<file path="src/rtl/shfloat_unpack.sv">
// Shared-exponent float unpacker: two-stage decode pipeline feeding a
// first-word-fall-through output FIFO with drop and bad-exponent accounting.
module shfloat_unpack #(
   parameter int unsigned INDEX_DEPTH    = 32,
   parameter int unsigned OUTPUT_DEPTH   = 32,
   parameter int unsigned MANTISSA_DEPTH = 12,
   parameter int unsigned EXPONENT_DEPTH = 8,
   parameter int unsigned PACKED_DEPTH   = 32,
   parameter int unsigned FIFO_DEPTH     = 4
) (
   input  logic                    clk,
   input  logic                    rst_n,
   input  logic [INDEX_DEPTH-1:0]  in_index,
   input  logic [PACKED_DEPTH-1:0] in_pack,
   input  logic                    in_strobe,
   output logic [INDEX_DEPTH-1:0]  out_index,
   output logic [OUTPUT_DEPTH-1:0] out_value_i,
   output logic [OUTPUT_DEPTH-1:0] out_value_q,
   output logic                    out_valid,
   input  logic                    out_ready,
   output logic                    out_overflow,
   output logic [15:0]             out_drop_count,
   output logic [15:0]             out_bad_exp_count
);

   localparam int unsigned AW  = $clog2(FIFO_DEPTH);
   localparam int unsigned PAD = OUTPUT_DEPTH - MANTISSA_DEPTH;
   localparam logic [EXPONENT_DEPTH-1:0] EXP_MAX = EXPONENT_DEPTH'(31);

   // Stage A
   logic                      a_strobe_q;
   logic [INDEX_DEPTH-1:0]    a_index_q;
   logic [4:0]                a_exp_q;
   logic [MANTISSA_DEPTH-1:0] a_mi_q, a_mq_q;
   logic [15:0]               bad_cnt_q;

   logic [MANTISSA_DEPTH-1:0] pack_mi, pack_mq;
   logic [EXPONENT_DEPTH-1:0] pack_exp;
   logic                      exp_bad;
   logic [4:0]                exp_d;

   always_comb begin
      pack_mi  = in_pack[PACKED_DEPTH-1 -: MANTISSA_DEPTH];
      pack_mq  = in_pack[PACKED_DEPTH-1-MANTISSA_DEPTH -: MANTISSA_DEPTH];
      pack_exp = in_pack[EXPONENT_DEPTH-1:0];
      exp_bad  = pack_exp > EXP_MAX;
      exp_d    = exp_bad ? 5'd31 : pack_exp[4:0];
   end

   always_ff @(posedge clk or negedge rst_n) begin
      if (!rst_n) begin
         a_strobe_q <= 1'b0;
         a_index_q  <= '0;
         a_exp_q    <= '0;
         a_mi_q     <= '0;
         a_mq_q     <= '0;
         bad_cnt_q  <= '0;
      end else begin
         a_strobe_q <= in_strobe;
         if (in_strobe) begin
            a_index_q <= in_index;
            a_exp_q   <= exp_d;
            a_mi_q    <= pack_mi;
            a_mq_q    <= pack_mq;
            if (exp_bad && bad_cnt_q != 16'hFFFF)
               bad_cnt_q <= bad_cnt_q + 16'd1;
         end
      end
   end

   // Stage B
   logic                           b_strobe_q;
   logic [INDEX_DEPTH-1:0]         b_index_q;
   logic [OUTPUT_DEPTH-1:0]        b_vi_q, b_vq_q;
   logic signed [OUTPUT_DEPTH-1:0] a_wide_i, a_wide_q;
   logic [OUTPUT_DEPTH-1:0]        b_vi_d, b_vq_d;

   always_comb begin
      a_wide_i = {a_mi_q, {PAD{1'b0}}};
      a_wide_q = {a_mq_q, {PAD{1'b0}}};
      b_vi_d   = a_wide_i >>> a_exp_q;
      b_vq_d   = a_wide_q >>> a_exp_q;
   end

   always_ff @(posedge clk or negedge rst_n) begin
      if (!rst_n) begin
         b_strobe_q <= 1'b0;
         b_index_q  <= '0;
         b_vi_q     <= '0;
         b_vq_q     <= '0;
      end else begin
         b_strobe_q <= a_strobe_q;
         if (a_strobe_q) begin
            b_index_q <= a_index_q;
            b_vi_q    <= b_vi_d;
            b_vq_q    <= b_vq_d;
         end
      end
   end

   // Output FIFO
   logic [INDEX_DEPTH-1:0]  mem_index [FIFO_DEPTH];
   logic [OUTPUT_DEPTH-1:0] mem_vi    [FIFO_DEPTH];
   logic [OUTPUT_DEPTH-1:0] mem_vq    [FIFO_DEPTH];
   logic [AW-1:0]           wr_ptr_q, rd_ptr_q;
   logic [AW:0]             count_q, count_d;
   logic                    ovf_q;
   logic [15:0]             drop_cnt_q;
   logic                    full, pop, wr_en, drop;

   // A pop frees a slot in the same edge, so a full FIFO still accepts then.
   always_comb begin
      full    = count_q == (AW+1)'(FIFO_DEPTH);
      pop     = out_valid && out_ready;
      wr_en   = b_strobe_q && (!full || pop);
      drop    = b_strobe_q && full && !pop;
      count_d = count_q;
      if (wr_en && !pop)
         count_d = count_q + (AW+1)'(1);
      else if (!wr_en && pop)
         count_d = count_q - (AW+1)'(1);
   end

   always_ff @(posedge clk) begin
      if (wr_en) begin
         mem_index[wr_ptr_q] <= b_index_q;
         mem_vi[wr_ptr_q]    <= b_vi_q;
         mem_vq[wr_ptr_q]    <= b_vq_q;
      end
   end

   always_ff @(posedge clk or negedge rst_n) begin
      if (!rst_n) begin
         wr_ptr_q   <= '0;
         rd_ptr_q   <= '0;
         count_q    <= '0;
         ovf_q      <= 1'b0;
         drop_cnt_q <= '0;
      end else begin
         count_q <= count_d;
         if (wr_en) wr_ptr_q <= wr_ptr_q + AW'(1);
         if (pop)   rd_ptr_q <= rd_ptr_q + AW'(1);
         if (drop) begin
            ovf_q <= 1'b1;
            if (drop_cnt_q != 16'hFFFF)
               drop_cnt_q <= drop_cnt_q + 16'd1;
         end
      end
   end

   always_comb begin
      out_valid         = count_q != '0;
      out_index         = out_valid ? mem_index[rd_ptr_q] : '0;
      out_value_i       = out_valid ? mem_vi[rd_ptr_q]    : '0;
      out_value_q       = out_valid ? mem_vq[rd_ptr_q]    : '0;
      out_overflow      = ovf_q;
      out_drop_count    = drop_cnt_q;
      out_bad_exp_count = bad_cnt_q;
   end

endmodule

</file>
<file path="config.mk">
export PLATFORM = sky130hd
export DESIGN_NAME = shfloat_unpack
export DESIGN_NICKNAME = d
export VERILOG_FILES = /design/src/rtl/shfloat_unpack.sv
export SDC_FILE = /design/constraint.sdc
export NUM_CORES = 1
export LEC_CHECK = 0
export BUFFER_PORTS_ARGS = -buffer_cell sky130_fd_sc_hd__clkbuf_2
export CORE_ASPECT_RATIO = 1.25
export CORE_MARGIN = 5
export CORE_UTILIZATION = 38
export CTS_BUF_LIST = sky130_fd_sc_hd__clkbuf_8
export DETAILED_ROUTE_END_ITERATION = 16
export PLACE_DENSITY = 0.63
export SKIP_LAST_GASP = 1
export SLEW_MARGIN = 20
export SYNTH_ARGS = -nofsm -noshare
export SYNTH_HDL_FRONTEND = slang
export SYNTH_SLANG_ARGS = --single-unit
</file>
<file path="constraint.sdc">
create_clock -name clk -period 8.76 [get_ports clk]
set_input_delay 0.438 -clock clk [delete_from_list [all_inputs] [get_ports clk]]
set_output_delay 0.438 -clock clk [all_outputs]
set_load 0.01 [all_outputs]
</file>
* Word level (Yosys, flattened, before mapping) *
Memories as Yosys holds them, arrays and structs flattened.
Cells that the tools add are included.

word-level totals
  register bits after elaboration = 199
  latch bits = 0
  bits in writable memories = 384
  ROM bits = 0
  input port bits = 68
  output and inout bits = 130
  memories = 3

memory list
  name       depth  width  rd ports  clocked after memory_dff  write ports  line  RTL
  mem_index  4      32     1         0                         1            102   logic [INDEX_DEPTH-1:0] mem_index [FIFO_DEPTH];
  mem_vi     4      32     1         0                         1            103   logic [OUTPUT_DEPTH-1:0] mem_vi [FIFO_DEPTH];
  mem_vq     4      32     1         0                         1            104   logic [OUTPUT_DEPTH-1:0] mem_vq [FIFO_DEPTH];

operators by class
  $add $sub $neg = 6
  multiply operators = 0
  divide/modulo/power cells = 0
  magnitude comparators = 1
  eq/ne operators = 3
  shifts and indexed selects = 2
  multiplexer cells = 8
  bitwise logic cells = 0
  reductions and logical operators = 15

operators with widths
  operator                                                              number
  32-bit 2-to-1 mux                                                     3
  32-bit by 5-bit >>> shifter with 32-bit output                        2
  16-bit by 1-bit adder with 16-bit output, second input constant       2
  16-bit inequality test, second input constant                         2
  8-bit by 5-bit > comparator with 1-bit output, second input constant  1
  1-bit logical AND                                                     7
  3-bit 2-to-1 mux                                                      2
  5-bit 2-to-1 mux                                                      1
  2-bit by 1-bit adder with 2-bit output, second input constant         2
  2-bit AND reduction                                                   2
  3-bit by 1-bit adder with 3-bit output, second input constant         1
  3-bit == test, second input constant                                  1
  1-bit logical NOT                                                     3
  3-bit nonzero test                                                    1
  3-bit by 1-bit subtractor with 3-bit output, second input constant    1
  1-bit 2-to-1 mux                                                      2
  2-bit nonzero test                                                    1
  1-bit logical OR                                                      1

* Longest topological paths before layout *
Gate-level depths: netlist of the first run.

  depth in word-level cells = 8
  depth in mapped cells = 10
  mapped depth without buffers = 8

* Least setup slack after synthesis of the first run *
No wires, ideal clock.

  path type = register to register
  start point = reg count_q[2]
  end point = mem mem_index[0][0], enable pin
  data arrival time = 3.123 ns
  path slack = 5.172 ns
  cell stages (with the launch flop) = 5
  path buffers = 1
  period minus slack after synthesis = 3.588 ns
  path through = dfrtp_1 > nor4b_4 > nor2b_1 > clkbuf_1 > and2_1

on the way
  word-level cells in the longest chain between the ends = 6
  elaborated cells between the ends (all ways) = 8
  those cells by class = eq/ne (1); mux (2); reduce/logical (5)

RTL lines
  element                                                        line      RTL
  from (decl)                                                    106       logic [AW:0] count_q, count_d;
  from (signal assigned)                                         140       count_q <= count_d;
  3-bit == test / 3-bit nonzero test (equally long branches)     113, 152
  1-bit logical NOT / 1-bit logical AND (equally long branches)  115, 114
  1-bit logical OR *                                             115       wr_en = b_strobe_q && (!full || pop);
  1-bit logical AND *                                            115
  named net wr_en                                                109       logic full, pop, wr_en, drop;
  1-bit 2-to-1 mux *                                             125       if (wr_en) begin
  1-bit 2-to-1 mux (implied by the code) *                       126       mem_index[wr_ptr_q] <= b_index_q;
  to (decl)                                                      102

The timed path passes the listed nets; every way through them passes the cells marked *.

* Worst setup path after layout of the first run *
  start point = reg rd_ptr_q[0]
  end point = out out_value_i[26]

on the way
  word-level cells in the longest chain between the ends = 2

RTL lines
  element                 line  RTL
  from (decl)             105   logic [AW-1:0] wr_ptr_q, rd_ptr_q;
  from (signal assigned)  142   if (pop) rd_ptr_q <= rd_ptr_q + AW'(1);
  memory 4 x 32 bit       -
  32-bit 2-to-1 mux       154   out_value_i = out_valid ? mem_vi[rd_ptr_q] : '0;
  to (decl)               17    output logic [OUTPUT_DEPTH-1:0] out_value_i,

No other way between the ends.

==> impl_results.md, run 1 <==
* Run status: finished clean
* Post-cts gate resize count at 0
* Total detailed-routing wirelength at just under 60 mm
* Transition at the pin with the smallest max-transition slack at 1064 ps
* Distinct cell type count of the synthesized netlist at 74
* Cells taking the most area after synthesis: sky130_fd_sc_hd__edfxtp_1 47%, sky130_fd_sc_hd__dfrtp_1 20%, sky130_fd_sc_hd__mux4_2 10%, sky130_fd_sc_hd__mux2_2 4.7%, sky130_fd_sc_hd__and2_1 2.6%
* Effective utilization at floorplan at about two fifths
* Post-synth top area cell: sky130_fd_sc_hd__edfxtp_1
* Sinks on Clock Net at slightly below 600
* Clock tree root buffer cell: sky130_fd_sc_hd__clkbuf_8
* Proportion of register bits with asynchronous set or reset after synthesis at 34.13%
* Setup-failing EPs final at 0
* Pre-Repair DR Iteration Count at 5
* Area of the die at 70,150 um^2
* Setup repair after global routing missed its margin: no
* Shortest period the worst path allows at 3709 ps
* Area fraction of the dominant cell type after synthesis at 46.74%
* Width of the die at 237.9 um
* Post-route clock skew at between 30 and 40 ps
* Proportion of layout cells with a drive suffix above 1 at 31.52%
* Buffer depth of the longest clock path at 3
* Via count at 14,170
* Count of buffers inserted at the top-level ports at between 150 and 200
* Mapped Nets at 1,555
* Leak Pwr at approximately 0.011 uW
* Arrival time of data at the critical path endpoint at roughly 3300 ps
* Maximum operating frequency at 269.6 MHz
* Mapped Cells at 1,479
* Max rail drop VDD at 0.1630 mV
* Critical Path Sink Type: primary output
* Post-DP HPWL at 37.40 mm
* Overall routing resource usage at between 10% and 20%
* Setup TNS Final at 0 ps
* Mean instance size in the synthesized netlist at roughly 17 um^2
* CTS Hold Bufs at 60
* Initial antenna violation count at 3
* Height of the die at 294.9 um
* Overall overflow remaining after global route at 0
* Slowest cell on crit path: sky130_fd_sc_hd__dfrtp_4
* Clock Pin Slew Worst Setup and Hold Paths at 60 ps
* Leading post-synthesis cells by instance count: 384 x sky130_fd_sc_hd__edfxtp_1, 199 x sky130_fd_sc_hd__dfrtp_1, 112 x sky130_fd_sc_hd__mux4_2
* Share of the cycle needed by the critical path after routing at 42.34%
* Utilization of the core after routing at between 40% and 50%
* Portion of the post-synthesis area used by sequential elements at 66.93%
* Number of violations reported at the end of detailed-routing iteration 0 at 772
* Area of the core at 64,410 um^2
* Number of nets with antenna violations after detailed routing at 0
* Number of CTS-inserted buffers at 93
* Via density per instance at 5.277
* Startpoint Class: flop
* Via count of the first global-routing pass at 15,070
* Max Fanout on Critical Path at 40
* Max-slew violation count at 0
* Count of warnings emitted by yosys at 0
* Number of synthesized flops with an enable pin at 384
* Wire length of the first global-routing pass at 91.67 mm
* Post-synthesis cell area at 24,670 um^2
* Post-CTS Repair Setup Buffers at 0
* Predominant post-synthesis flop cell: sky130_fd_sc_hd__edfxtp_1
* Area growth, synth to finish at 17.03%
* Drc violations at 0
* Largest net degree at the start of global routing at between 90 and 100
* Number of nets in the finished design at 1,831
* Count of max-cap constraint violations at 0
* Slew margin rel. at 29.10%
* Max H-tree Level at 3
* Critical Path RT at 8320 ps
* Total buffers and inverters traversed by the critical path at 2
* Worst stage delay on the critical path at roughly 810 ps
* Number of standard-cell rows in the floorplan at ~100
* Number of register bits inferred by synthesis at 583
* Type of the setup path with the least slack: flop to primary output
* Wire length per cell after detailed routing at 21.95 um
* Classification of the worst-slack hold path: primary input to flop
* Routability-driven placement congestion ratio at 0.8757
* Final-report hold violation count at 0
* Clock tree from TritonCTS: built
* Count of boundary I/O pins at 198
* Layout fillers at 5,689
* Clk Latency, worst-skew pair at 690 ps
* Power Density at between 200 and 300 nW/um^2
* Leading cell type by number of instances after synthesis: sky130_fd_sc_hd__edfxtp_1
* Family of cells with the greatest summed delay on the critical path: buffers and inverters
* Cells along the critical path: buf_4 > mux4_2 > and2_1 > clkbuf_2
[sequential cells by signal, indices dropped and copies added (netlist names), 2 cells and up]
register,cells
out_drop_count,16
mem_vi,128
count_q,3
mem_index,128
a_mi_q,12
out_bad_exp_count,16
b_vi_q,32
b_index_q,32
a_index_q,32
mem_vq,128
rd_ptr_q,2
a_exp_q,5
a_mq_q,12
wr_ptr_q,2
b_vq_q,32
[routing by layer]
layer | vias to the layer above | part of all wire, % | track usage, %
met5 | - | 0 | 0
met4 | 0 | 1.9 | 4.887
met3 | 90 | 4.6 | 3.126
met2 | 372 | 51 | 28.46
met1 | 7351 | 42 | 22.15
li1 | 6355 | - | -
[kinds of logic after synthesis]
family | Yosys count | share of synthesized area [%]
flip-flops | 583 | 66.93
buffers and inverters | 118 | 2.262
AO/OA/AOI/OAI | 185 | 5.158
AND/OR/NAND/NOR | 285 | 6.436
multiplexers | 269 | 17.68
adder cells (fa/ha/maj) | 8 | 0.4362
XOR/XNOR | 31 | 1.101
[stage by stage]
step	hold slack (ps)	setup slack [ps]	instances	total power, uW	instance area (um^2)
2_1_floorplan	142.4	5172	1479	5483	24670
3_3_place_gp	453.7	5649	2448	6418	26430
3_5_place_dp	461.8	5610	2448	6465	26430
4_1_cts	7.219	4825	2682	8796	28860
5_1_grt	18.15	4748	2685	9119	28870
6_report	72.20	5051	2685	8621	28870
[cells in the final DEF, fill, tap and decap left out, drive strengths merged, types with 6 or more instances in the layout]
master         n
a211oi         9
a31oi         10
mux4         119
dlygate4sd3   60
o22ai         12
a32oi          6
nor2b         13
o31ai          9
nand2         38
nand3         21
and3           6
edfxtp       384
clkinv        30
a22oi          7
clkbuf       296
buf           21
xnor2         12
o211ai         9
or3            6
nand4          6
dfrtp        199
o21ai         34
o2bb2ai        9
nor2          44
ha             7
nor3          18
xor2          19
and2         104
nand2b        10
a21oi         39
nor4           8
mux2i         43
inv           61
mux2         107
o221ai         9
[worst register-to-register path: stages (launching register included)]
cell                      delay [ps]
sky130_fd_sc_hd__dfrtp_1         460
sky130_fd_sc_hd__nor4b_4         100
sky130_fd_sc_hd__nor2b_1         460
sky130_fd_sc_hd__and2_4          660
sky130_fd_sc_hd__buf_4           830
[where the power goes]
| part | leakage [uW] | internal [uW] | switching, uW |
|---|---|---|---|
| sequential | 0.00590 | 3570 | 357 |
| combinational | 0.00389 | 1140 | 1280 |
| clock | 0.00107 | 1190 | 1080 |
[final timing paths]
path	from	end	slack (ps)	depth (start not counted)
hold reg to reg	out_overflow	out_overflow	470	1
setup / recovery	rd_ptr_q[0]	out_value_i[26]	5050	4
hold / removal	in_index[31]	a_index_q[31]	70	2
max in group asynchronous	rst_n	b_vi_q[21]	7040	3
min in group asynchronous	rst_n	a_index_q[11]	330	2
setup reg to reg	count_q[0]	mem_index[3][26]	5770	4
[final cells by class]
| class | instances | area, um^2 | share of cell area (%) |
|---|---|---|---|
| diodes | 3 | 7.507 | 0.02600 |
| well taps | 848 | 1061 | 3.675 |
| multi-input cells | 778 | 7612 | 26.37 |
| flip-flops and latches | 583 | 16530 | 57.24 |
| clock buffers | 101 | 1390 | 4.815 |
| inverters | 23 | 86.33 | 0.2990 |
| repair buffers | 276 | 1742 | 6.033 |
| clock inverters | 73 | 446.7 | 1.547 |
Note: power is estimated with default switching activity, not from simulation.
==> run 2, diff against run 1 <==
Settings changed: PLACE_DENSITY 0.63 to 0.65.
Clock period 8.76 ns to 3.35 ns, I/O delays scaled along.
==> impl_results.md, run 2 (same netlist as run 1, synthesis figures left out) <==
* Run status: finished clean
* Buffer depth of the longest clock path at 3 (unchanged)
* Transition at the pin with the smallest max-transition slack at 1096 ps (+32.57 ps)
* Met3 demand-to-capacity share in global routing at 3.042% (-0.084 points)
* Arrival time of data at the critical path endpoint at 2800 ps (-470 ps)
* Clock Pin Slew Worst Setup and Hold Paths at 60 ps (about the same)
* Shortest period the worst path allows at 2969 ps
* Internal power at 15,850 uW (+170%)
* Clock tree from TritonCTS: built
* Total detailed-routing wirelength at 58.98 mm (about the same)
* Area growth, synth to finish at 19.00%
* Via count at 14,420 (+1.8%)
* Type of the setup path with the least slack: flop to primary output
* GR peak layer: met2
* Area of the core at 64,410 um^2 (unchanged)
* Width of the die at 237.9 um (unchanged)
* Critical Path Sink Type: primary output
* Worst stage delay on the critical path at 790 ps (-20 ps)
* Post-cts gate resize count at 0 (unchanged)
* Clock tree root buffer cell: sky130_fd_sc_hd__clkbuf_8
* Maximum operating frequency at 336.8 MHz
* Max rail drop VDD at 0.3474 mV (+110%)
* Slowest cell on crit path: sky130_fd_sc_hd__dfrtp_4
* Global Route met1 Usage at 21.41% (-0.74 points)
* Overall overflow remaining after global route at 0 (unchanged)
* Startpoint Class: flop
* Count of buffers inserted at the top-level ports at 197 (unchanged)
* Sinks on Clock Net at 583 (unchanged)
* Setup WS pre-CTS at 833.5 ps (-4776 ps)
* Switching power as a share of total power at 31.47% (-0.037 points)
* Overall routing resource usage at 16.82% (+0.065 points)
* Leading registers by flop count: mem_index: 128 flops, mem_vi: 128 flops, mem_vq: 128 flops
* Max Fanout on Critical Path at 25 (-38%)
* Final Worst Setup Slack at 381.2 ps (-4670 ps)
* Net Switching at 7279 uW (+170%)
* Worst hold slack at 15.73 ps (-56.46 ps)
* Via count of the first global-routing pass at 15,410 (+2.3%)
* Post-DP HPWL at 38.15 mm (+2.0%)
* Wire length per cell after detailed routing at 21.75 um (-0.94%)
* Classification of the worst-slack hold path: primary input to asynchronous set/reset pin
* Drc violations at 0 (unchanged)
* Routability-driven placement congestion ratio at 0.9393 (+7.3%)
* Post-route clock skew at 41.88 ps (+8.707 ps)
* Effective utilization at floorplan at 38.30% (unchanged)
* Met2 layer usage reported by global route at 28.94% (+0.47 points)
* Number of CTS-inserted buffers at 92 (-1.1%)
* Height of the die at 294.9 um (unchanged)
* Number of violations reported at the end of detailed-routing iteration 0 at 858 (+11%)
* Relative contribution of combinational cells to total power at 29.0% (+0.9 points)
* Setup-failing EPs final at 0 (unchanged)
* Family of cells with the greatest summed delay on the critical path: flip-flops
* Number of nets with antenna violations after detailed routing at 0 (unchanged)
* Pre-Repair DR Iteration Count at 5 (unchanged)
* Sequential power share at 44.2% (-1.3 points)
* Clk Latency, worst-skew pair at 690 ps (about the same)
* Initial antenna violation count at 1 (-2)
* Count of max-cap constraint violations at 0 (unchanged)
* Max-slew violation count at 0 (unchanged)
* Final-report hold violation count at 0 (unchanged)
* Most common library cell in the layout ignoring fill and taps: sky130_fd_sc_hd__edfxtp_1
* Proportion of layout cells with a drive suffix above 1 at 32.96% (+1.4 points)
* Largest net degree at the start of global routing at 99 (+4.2%)
* Wire length of the first global-routing pass at 91.72 mm (about the same)
* Total buffers and inverters traversed by the critical path at 2 (unchanged)
* Layout fillers at 5,644 (-0.79%)
* Via density per instance at 5.318 (+0.79%)
* Area of the die at 70,150 um^2 (unchanged)
* Share of the cycle needed by the critical path after routing at 88.62%
* Utilization of the core after routing at 45.58% (+0.76 points)
* Clock network power share at 26.8% (+0.4 points)
* Number of standard-cell rows in the floorplan at 104 (unchanged)
* Leak Pwr at 0.01106 uW (+1.9%)
* Count of boundary I/O pins at 198 (unchanged)
* Number of nets in the finished design at 1,860 (+1.6%)
* Max H-tree Level at 3 (unchanged)
* Setup TNS Final at 0 ps (unchanged)
* Power Density at 787.8 nW/um^2 (+160%)
* Slew margin rel. at 26.92% (-2.2 points)
* Commonest cells after routing, fill and taps aside: 384 x sky130_fd_sc_hd__edfxtp_1, 195 x sky130_fd_sc_hd__clkbuf_2, 193 x sky130_fd_sc_hd__dfrtp_1
* Critical Path RT at 3180 ps (-5140 ps)
* Setup repair after global routing missed its margin: no
* Cells along the critical path: buf_4 > mux4_2 > and2_1 > clkbuf_2
==> run 2: per-layer routing <==
layer	routed length, um	share of wire (%)	up-vias
li1	-	-	6407
met5	0	0	-
met1	23570	40	7470
met3	2916	4.9	113
met4	1767	3.0	0
met2	30720	52	433
==> run 2: cell type report <==
class	instances	area [um^2]	area share [%]
Tap cell	848	1061	3.614
Sequential cell	583	16530	56.29
Timing Repair Buffer	306	2130	7.254
Clock inverter	68	495.5	1.688
Inverter	23	86.33	0.2941
Multi-Input combinational cell	778	7612	25.93
Clock buffer	105	1445	4.922
Antenna cell	1	2.502	0.008524
==> run 2: power by group through the flow <==
stage / Combinational (uW) / Sequential, uW / Clock, uW
after floorplan: 4370 / 9920 / 0
after global placement: 6820 / 10300 / 0
after detailed placement: 6840 / 10400 / 0
after CTS: 6930 / 10300 / 6400
after global routing: 7260 / 10400 / 6750
final: 6700 / 10200 / 6190
==> run 2: path summary, 6_finish.rpt <==
kind / start / end / slack, ps / cells after the start
setup reg to reg: a_exp_q[0] / b_vq_q[11] / 820 / 5
hold / removal: rst_n / b_index_q[6] / 20 / 2
setup / recovery: rd_ptr_q[0] / out_value_q[7] / 380 / 4
min in group clk: in_strobe / out_bad_exp_count[4] / 60 / 5
hold reg to reg: out_overflow / out_overflow / 480 / 1
max in group asynchronous: rst_n / a_index_q[25] / 2440 / 3
==> run 2: per-stage QoR <==
stage	std cells	cell area [um^2]	total power, uW
2_1_floorplan	1479	24670	14290
3_3_place_gp	2468	26710	17100
3_5_place_dp	2468	26710	17250
4_1_cts	2711	29360	23590
5_1_grt	2712	29360	24410
6_report	2712	29360	23130
==> run 2: repair_timing <==
action / CTS / global route
hold buffers: 70 / 0
buffers inserted: 0 / 0
hold endpoints to repair: 268 / 0
